**config.mk**
```make
export PLATFORM = sky130hd
export DESIGN_NAME = spi_slave_rx
export DESIGN_NICKNAME = d
export VERILOG_FILES = /design/src/rtl/spi_slave_rx_pkg.sv /design/src/rtl/spi_slave_rx_sync.sv /design/src/rtl/spi_slave_rx.sv
export SDC_FILE = /design/constraint.sdc
export NUM_CORES = 1
export LEC_CHECK = 0
export ABC_AREA = 0
export BUFFER_PORTS_ARGS = -buffer_cell sky130_fd_sc_hd__buf_2
export CAP_MARGIN = 20
export CORE_MARGIN = 5
export CORE_UTILIZATION = 60
export CTS_CLUSTER_DIAMETER = 80
export DETAILED_ROUTE_END_ITERATION = 16
export PLACE_DENSITY_LB_ADDON = 0.2
export SYNTH_ARGS = -nofsm -noshare
export SYNTH_HDL_FRONTEND = slang
export SYNTH_SLANG_ARGS = --single-unit
```
**constraint.sdc**
```tcl
create_clock -name clk -period 4 [get_ports clk]
set_input_delay 0.4 -clock clk [delete_from_list [all_inputs] [get_ports clk]]
set_output_delay 0.4 -clock clk [all_outputs]
set_load 0.02 [all_outputs]
```
**src/rtl/spi_slave_rx_pkg.sv**
```systemverilog
// Shared definitions for the SPI slave receiver.
//   CPOL/CPHA : SPI mode 0 (sclk idles low, data sampled on the rising edge)
//   SPI_DATA_W: default word width
//   state_t   : receiver FSM encodings
package spi_slave_rx_pkg;

  localparam logic CPOL       = 1'b0;
  localparam logic CPHA       = 1'b0;
  localparam int   SPI_DATA_W = 8;

  typedef enum logic {
    IDLE   = 1'b0,
    ACTIVE = 1'b1
  } state_t;

endpackage

```
**src/rtl/spi_slave_rx_sync.sv**
```systemverilog
// spi_sync: STAGES-deep synchroniser with asynchronous active-low reset.
//   clk, rst_n : system clock / async reset
//   rst_val    : value every stage takes while in reset (tie to a constant)
//   d          : asynchronous input
//   q          : synchronised output, STAGES clk edges behind d
module spi_sync #(
  parameter int STAGES = 2
) (
  input  logic clk,
  input  logic rst_n,
  input  logic rst_val,
  input  logic d,
  output logic q
);

  logic [STAGES-1:0] ff;

  always_ff @(posedge clk or negedge rst_n)
    if (!rst_n) ff <= {STAGES{rst_val}};
    else        ff <= {ff[STAGES-2:0], d};

  assign q = ff[STAGES-1];

endmodule

```
**src/rtl/spi_slave_rx.sv**
```systemverilog
// spi_slave_rx: SPI mode-0 slave receiver, oversampled in the clk domain.
//   clk, rst_n         : system clock, async active-low reset
//   SPI_sclk/csn/mosi  : raw SPI pins from the master (sclk period >= 8 clk)
//   SPI_miso           : echo of the previously received word, MSB first
//   rd_data            : last completed word, held until the next one
//   rd_valid           : 1-clk strobe, rd_data updated
//   frame_err          : 1-clk strobe, csn rose with a partial word pending
//   rx_busy            : high while a frame is in progress
module spi_slave_rx
  import spi_slave_rx_pkg::*;
#(
  parameter int DATA_W      = SPI_DATA_W,
  parameter int SYNC_STAGES = 2
) (
  input  logic              clk,
  input  logic              rst_n,
  input  logic              SPI_sclk,
  input  logic              SPI_csn,
  input  logic              SPI_mosi,
  output logic              SPI_miso,
  output logic [DATA_W-1:0] rd_data,
  output logic              rd_valid,
  output logic              frame_err,
  output logic              rx_busy
);

  localparam int CNT_W = (DATA_W > 1) ? $clog2(DATA_W) : 1;
  localparam logic [CNT_W-1:0] LAST_BIT = CNT_W'(DATA_W - 1);

  // Synchronisers: identical depth on all three pins keeps mosi aligned
  // with the sclk edge that samples it.
  logic sclk_s, csn_s, mosi_s;

  spi_sync #(.STAGES(SYNC_STAGES)) u_sync_sclk (
    .clk(clk), .rst_n(rst_n), .rst_val(CPOL), .d(SPI_sclk), .q(sclk_s));
  spi_sync #(.STAGES(SYNC_STAGES)) u_sync_csn (
    .clk(clk), .rst_n(rst_n), .rst_val(1'b1), .d(SPI_csn),  .q(csn_s));
  spi_sync #(.STAGES(SYNC_STAGES)) u_sync_mosi (
    .clk(clk), .rst_n(rst_n), .rst_val(1'b0), .d(SPI_mosi), .q(mosi_s));

  // Edge detect
  logic sclk_d, csn_d;

  always_ff @(posedge clk or negedge rst_n)
    if (!rst_n) begin
      sclk_d <= CPOL;
      csn_d  <= 1'b1;
    end else begin
      sclk_d <= sclk_s;
      csn_d  <= csn_s;
    end

  logic sclk_rise, sclk_fall, csn_fall, csn_rise;
  assign sclk_rise =  sclk_s & ~sclk_d;
  assign sclk_fall = ~sclk_s &  sclk_d;
  assign csn_fall  = ~csn_s  &  csn_d;
  assign csn_rise  =  csn_s  & ~csn_d;

  // FSM: state register
  state_t state, state_nxt;

  always_ff @(posedge clk or negedge rst_n)
    if (!rst_n) state <= IDLE;
    else        state <= state_nxt;

  // FSM: next state
  always_comb begin
    state_nxt = state;
    case (state)
      IDLE:    if (csn_fall) state_nxt = ACTIVE;
      ACTIVE:  if (csn_rise) state_nxt = IDLE;
      default: state_nxt = IDLE;
    endcase
  end

  // FSM: outputs
  always_comb begin
    rx_busy = 1'b0;
    if (state == ACTIVE) rx_busy = 1'b1;
  end

  // Datapath. rx_sh holds only the DATA_W-1 bits already received; the
  // completing bit comes straight from mosi_s. tx_rest holds the bits still
  // to send after the one currently on SPI_miso.
  logic [CNT_W-1:0]  bit_cnt;
  logic [DATA_W-2:0] rx_sh;
  logic [DATA_W-2:0] tx_rest;
  logic [DATA_W-1:0] echo;
  logic [DATA_W-1:0] rx_word;

  assign rx_word = {rx_sh, mosi_s};

  always_ff @(posedge clk or negedge rst_n)
    if (!rst_n) begin
      bit_cnt   <= '0;
      rx_sh     <= '0;
      tx_rest   <= '0;
      echo      <= '0;
      rd_data   <= '0;
      rd_valid  <= 1'b0;
      frame_err <= 1'b0;
      SPI_miso  <= 1'b0;
    end else begin
      rd_valid  <= 1'b0;
      frame_err <= 1'b0;
      case (state)
        IDLE: begin
          SPI_miso <= 1'b0;
          if (csn_fall) begin
            bit_cnt  <= '0;
            SPI_miso <= echo[DATA_W-1];
            tx_rest  <= echo[DATA_W-2:0];
          end
        end
        ACTIVE: begin
          // csn_rise takes priority over any coincident sclk edge
          if (csn_rise) begin
            if (bit_cnt != '0) frame_err <= 1'b1;
            bit_cnt  <= '0;
            SPI_miso <= 1'b0;
          end else begin
            if (sclk_rise) begin
              rx_sh <= rx_word[DATA_W-2:0];
              if (bit_cnt == LAST_BIT) begin
                rd_data  <= rx_word;
                echo     <= rx_word;
                rd_valid <= 1'b1;
                bit_cnt  <= '0;
              end else begin
                bit_cnt  <= bit_cnt + 1'b1;
              end
            end
            // bit_cnt==0 on a falling edge means a word just completed
            // (mode 0 starts with a rise), so start the next echo word.
            if (sclk_fall) begin
              if (bit_cnt == '0) begin
                SPI_miso <= echo[DATA_W-1];
                tx_rest  <= echo[DATA_W-2:0];
              end else begin
                SPI_miso <= tx_rest[DATA_W-2];
                tx_rest  <= tx_rest << 1;
              end
            end
          end
        end
        default: ;
      endcase
    end

endmodule

```
==> flow_summary.ini <==
[logic_synthesis]
synth.area.mux_share_pct = 16.8
synth_xor_xnor_area_share_pct = 0
synthesis.area_um2 = 1550
synth_area_per_cell_um2 = 13.9
synth_top_area_share_pct = 55.1
synth_top_family_by_area = multiplexers
synthArstFlopShare_pct = 100
synth-seq-cells = 37
synth_area_leaders = dfrtp_1 (55%), mux2_2 (11%), mux2i_1 (5.2%)
synth_fp_nets = 120
ys_warn_count = 0
ys_seq_area_share_pct = 60.2
synth_edf_count = 0
netlist_instances = 111
yosysUniqueCellTypes = 26
yosys.area_share.simple_pct = 10.9
synthFlopType = dfrtp_1
synth_compound_area_share_pct = 5.75
synth_fa_ha_area_share_pct = 3.24
yosysTopAreaCell = dfrtp_1

[clock_network]
post_cts_buffers = 0
cts_buffers = 5
clock_sinks = 37
clkTransAtPathRegs_ns = 0.11
clk_latency_ns = 0.35
h-tree-depth = 2
cts_buffer_depth = 2
cts_tree = done
clockRootBuffer = clkbuf_4
cts_hold_buf = 0
cts_resized = 0

[route]
wl_um = 2380
drt_pre_antenna_iters = 4
drtAntennaViolNets = 0
wl_per_cell_um = 14.7
drc = 0
drtIter0Drc = 11
vias = 878
viasPerCell = 5.42

[sta]
hold_viol = 0
worst_pin_slew_ns = 0.765
setup_viol = 0
fin_crit_sh_pct = 42.5
final.setup.tns_ns = 0
drv_slew = 0
skew_ns = 0.0174
period_needed_ns = 1.70
slew_headroom_pct = 49.0
max_freq_mhz = 588
rsz0062_at_grt = no

[run]
maxCapViolCount = 0

[layout]
multi_input_area_um2 = 567
diodes = 0
area_delta_synth_final_pct = 9.23
fin_cells = 162
nets = 140
drive_gt1_share_pct = 34.8
layout_commonest_cell = dfrtp_1
final_cell_mix = dfrtp_1 (34), buf_2 (16), mux2_2 (15), nand2_1 (12), mux2i_1 (8)
fillers = 195
regArea_um2 = 930

[floorplanning]
rows = 18
die_area_um2 = 3690
die_h_um = 60.8
pin_count = 17
core-area_um2 = 2480
die_w_um = 60.8
start_util_pct = 62.4

[setup_path]
r2r_start = csn_d$_DFF_PN1_
critPathLaunchType = flop
crit_start = state$_DFF_PN0_
rrSetupSlack_ns = 2.32
crit_type = reg -> out
crit_buf_inv = 1
path_cells = buf_2
critPathTopFamily = flip-flops
worstPathArrival_ns = 1.30
slowest_stage = dfrtp_1
cp.required_ns = 3.60
end_kind = primary output
critPathMaxStageDelay_ns = 0.69
cp_max_fo = 12

[power_and_ir_drop]
power.density_nw_per_um2 = 471
p_leak_uw = 0.000875
p_comb_share_pct = 16.7
switching_share_pct = 27.8
internal_power_uw = 575
ir_worst_vdd_v = 0.000368
power_frac_seq_pct = 58.0
p_switching_uw = 221
clockPowerShare_pct = 25.3

[placement]
port_buffers = 16
placedCellCount = 154
place_congestion = 0.792
place_hpwl_um = 1670

[global_route]
grt_usage_pct = 16.5
grt_pass1_vias = 893
grt_pass1_wl_um = 4260
antenna_found_initial = 0
grt_max_degree = 38
grt_overflow = 0

[status]
status = finished clean

[hold_path]
min_path_type = in -> async
-- power by group through the flow --
| stage | Clock (uW) | Sequential [uW] | Combinational (uW) |
|---|---|---|---|
| floorplan | 0 | 459 | 110 |
| global placement | 0 | 466 | 132 |
| detailed placement | 0 | 469 | 134 |
| CTS | 212 | 463 | 136 |
| global route | 230 | 471 | 150 |
| finish | 201 | 461 | 133 |
-- cells in the mapped netlist (2+ instances only) --
library cell / number
inv_1: 4
dfrtp_1: 34
dfstp_2: 3
buf_6: 3
ha_1: 4
nand2_1: 12
o21ai_0: 7
nor2_1: 2
nand2b_1: 2
mux2_2: 15
mux2i_1: 8
o21ai_2: 2
and2b_1: 2
-- worst paths after layout --
path | endpoint | cells after the start
worst max-delay path | rx_busy | 1
worst min-delay path | state$_DFF_PN0_ | 1
worst max register to register | rx_sh[3]$_DFFE_PN0P_ | 3
worst min register to register | u_sync_sclk.ff[1]$_DFF_PN0_ | 0
max in group asynchronous | u_sync_sclk.ff[0]$_DFF_PN0_ | 1
min in group clk | u_sync_csn.ff[0]$_DFF_PN1_ | 1
-- layer usage --
metal | global-route usage (%) | wire length [um] | share of wire [%] | up-vias
li1 | - | - | - | 425
met5 | 0 | 0 | 0 | -
met1 | 21.5 | 1100 | 46 | 431
met4 | 7.43 | 53 | 2.2 | 0
met2 | 24.1 | 1090 | 46 | 17
met3 | 6.81 | 131 | 5.5 | 5
-- registers in the layout, indices dropped and copies added (netlist names) --
signal          flops
state               1
sclk_d              1
rd_data             8
rd_valid            1
frame_err           1
tx_rest             7
u_sync_sclk.ff      2
u_sync_csn.ff       2
SPI_miso            1
bit_cnt             3
csn_d               1
rx_sh               7
u_sync_mosi.ff      2
-- per-stage QoR --
stage                     setup slack (ns)  area, um2  hold WS (ns)  utilization (%)  power, uW
after floorplan                       2.56       1550         0.104                -        568
after global placement                2.39       1630         0.333             65.8        598
after detailed placement              2.36       1630         0.339             65.8        604
after CTS                             2.28       1690         0.131             68.1        811
after global routing                  2.21       1690         0.113             68.1        851
final                                 2.30       1690         0.107             68.1        796
-- layout make-up --
type / instances / area share [%]
Inverter: 4 / 0.890
Clock buffer: 8 / 3.48
Timing Repair Buffer: 16 / 4.74
Multi-Input combinational cell: 67 / 33.6
Tap cell: 30 / 2.22
Sequential cell: 37 / 55.1
-- logic make-up after synthesis --
logic type,count (synthesis)
flip-flops,37
AO/OA/AOI/OAI,12
AND/OR/NAND/NOR,27
multiplexers,24
adder cells (fa/ha/maj),4
buffers and inverters,7
Power figures use the tool's default switching activity.
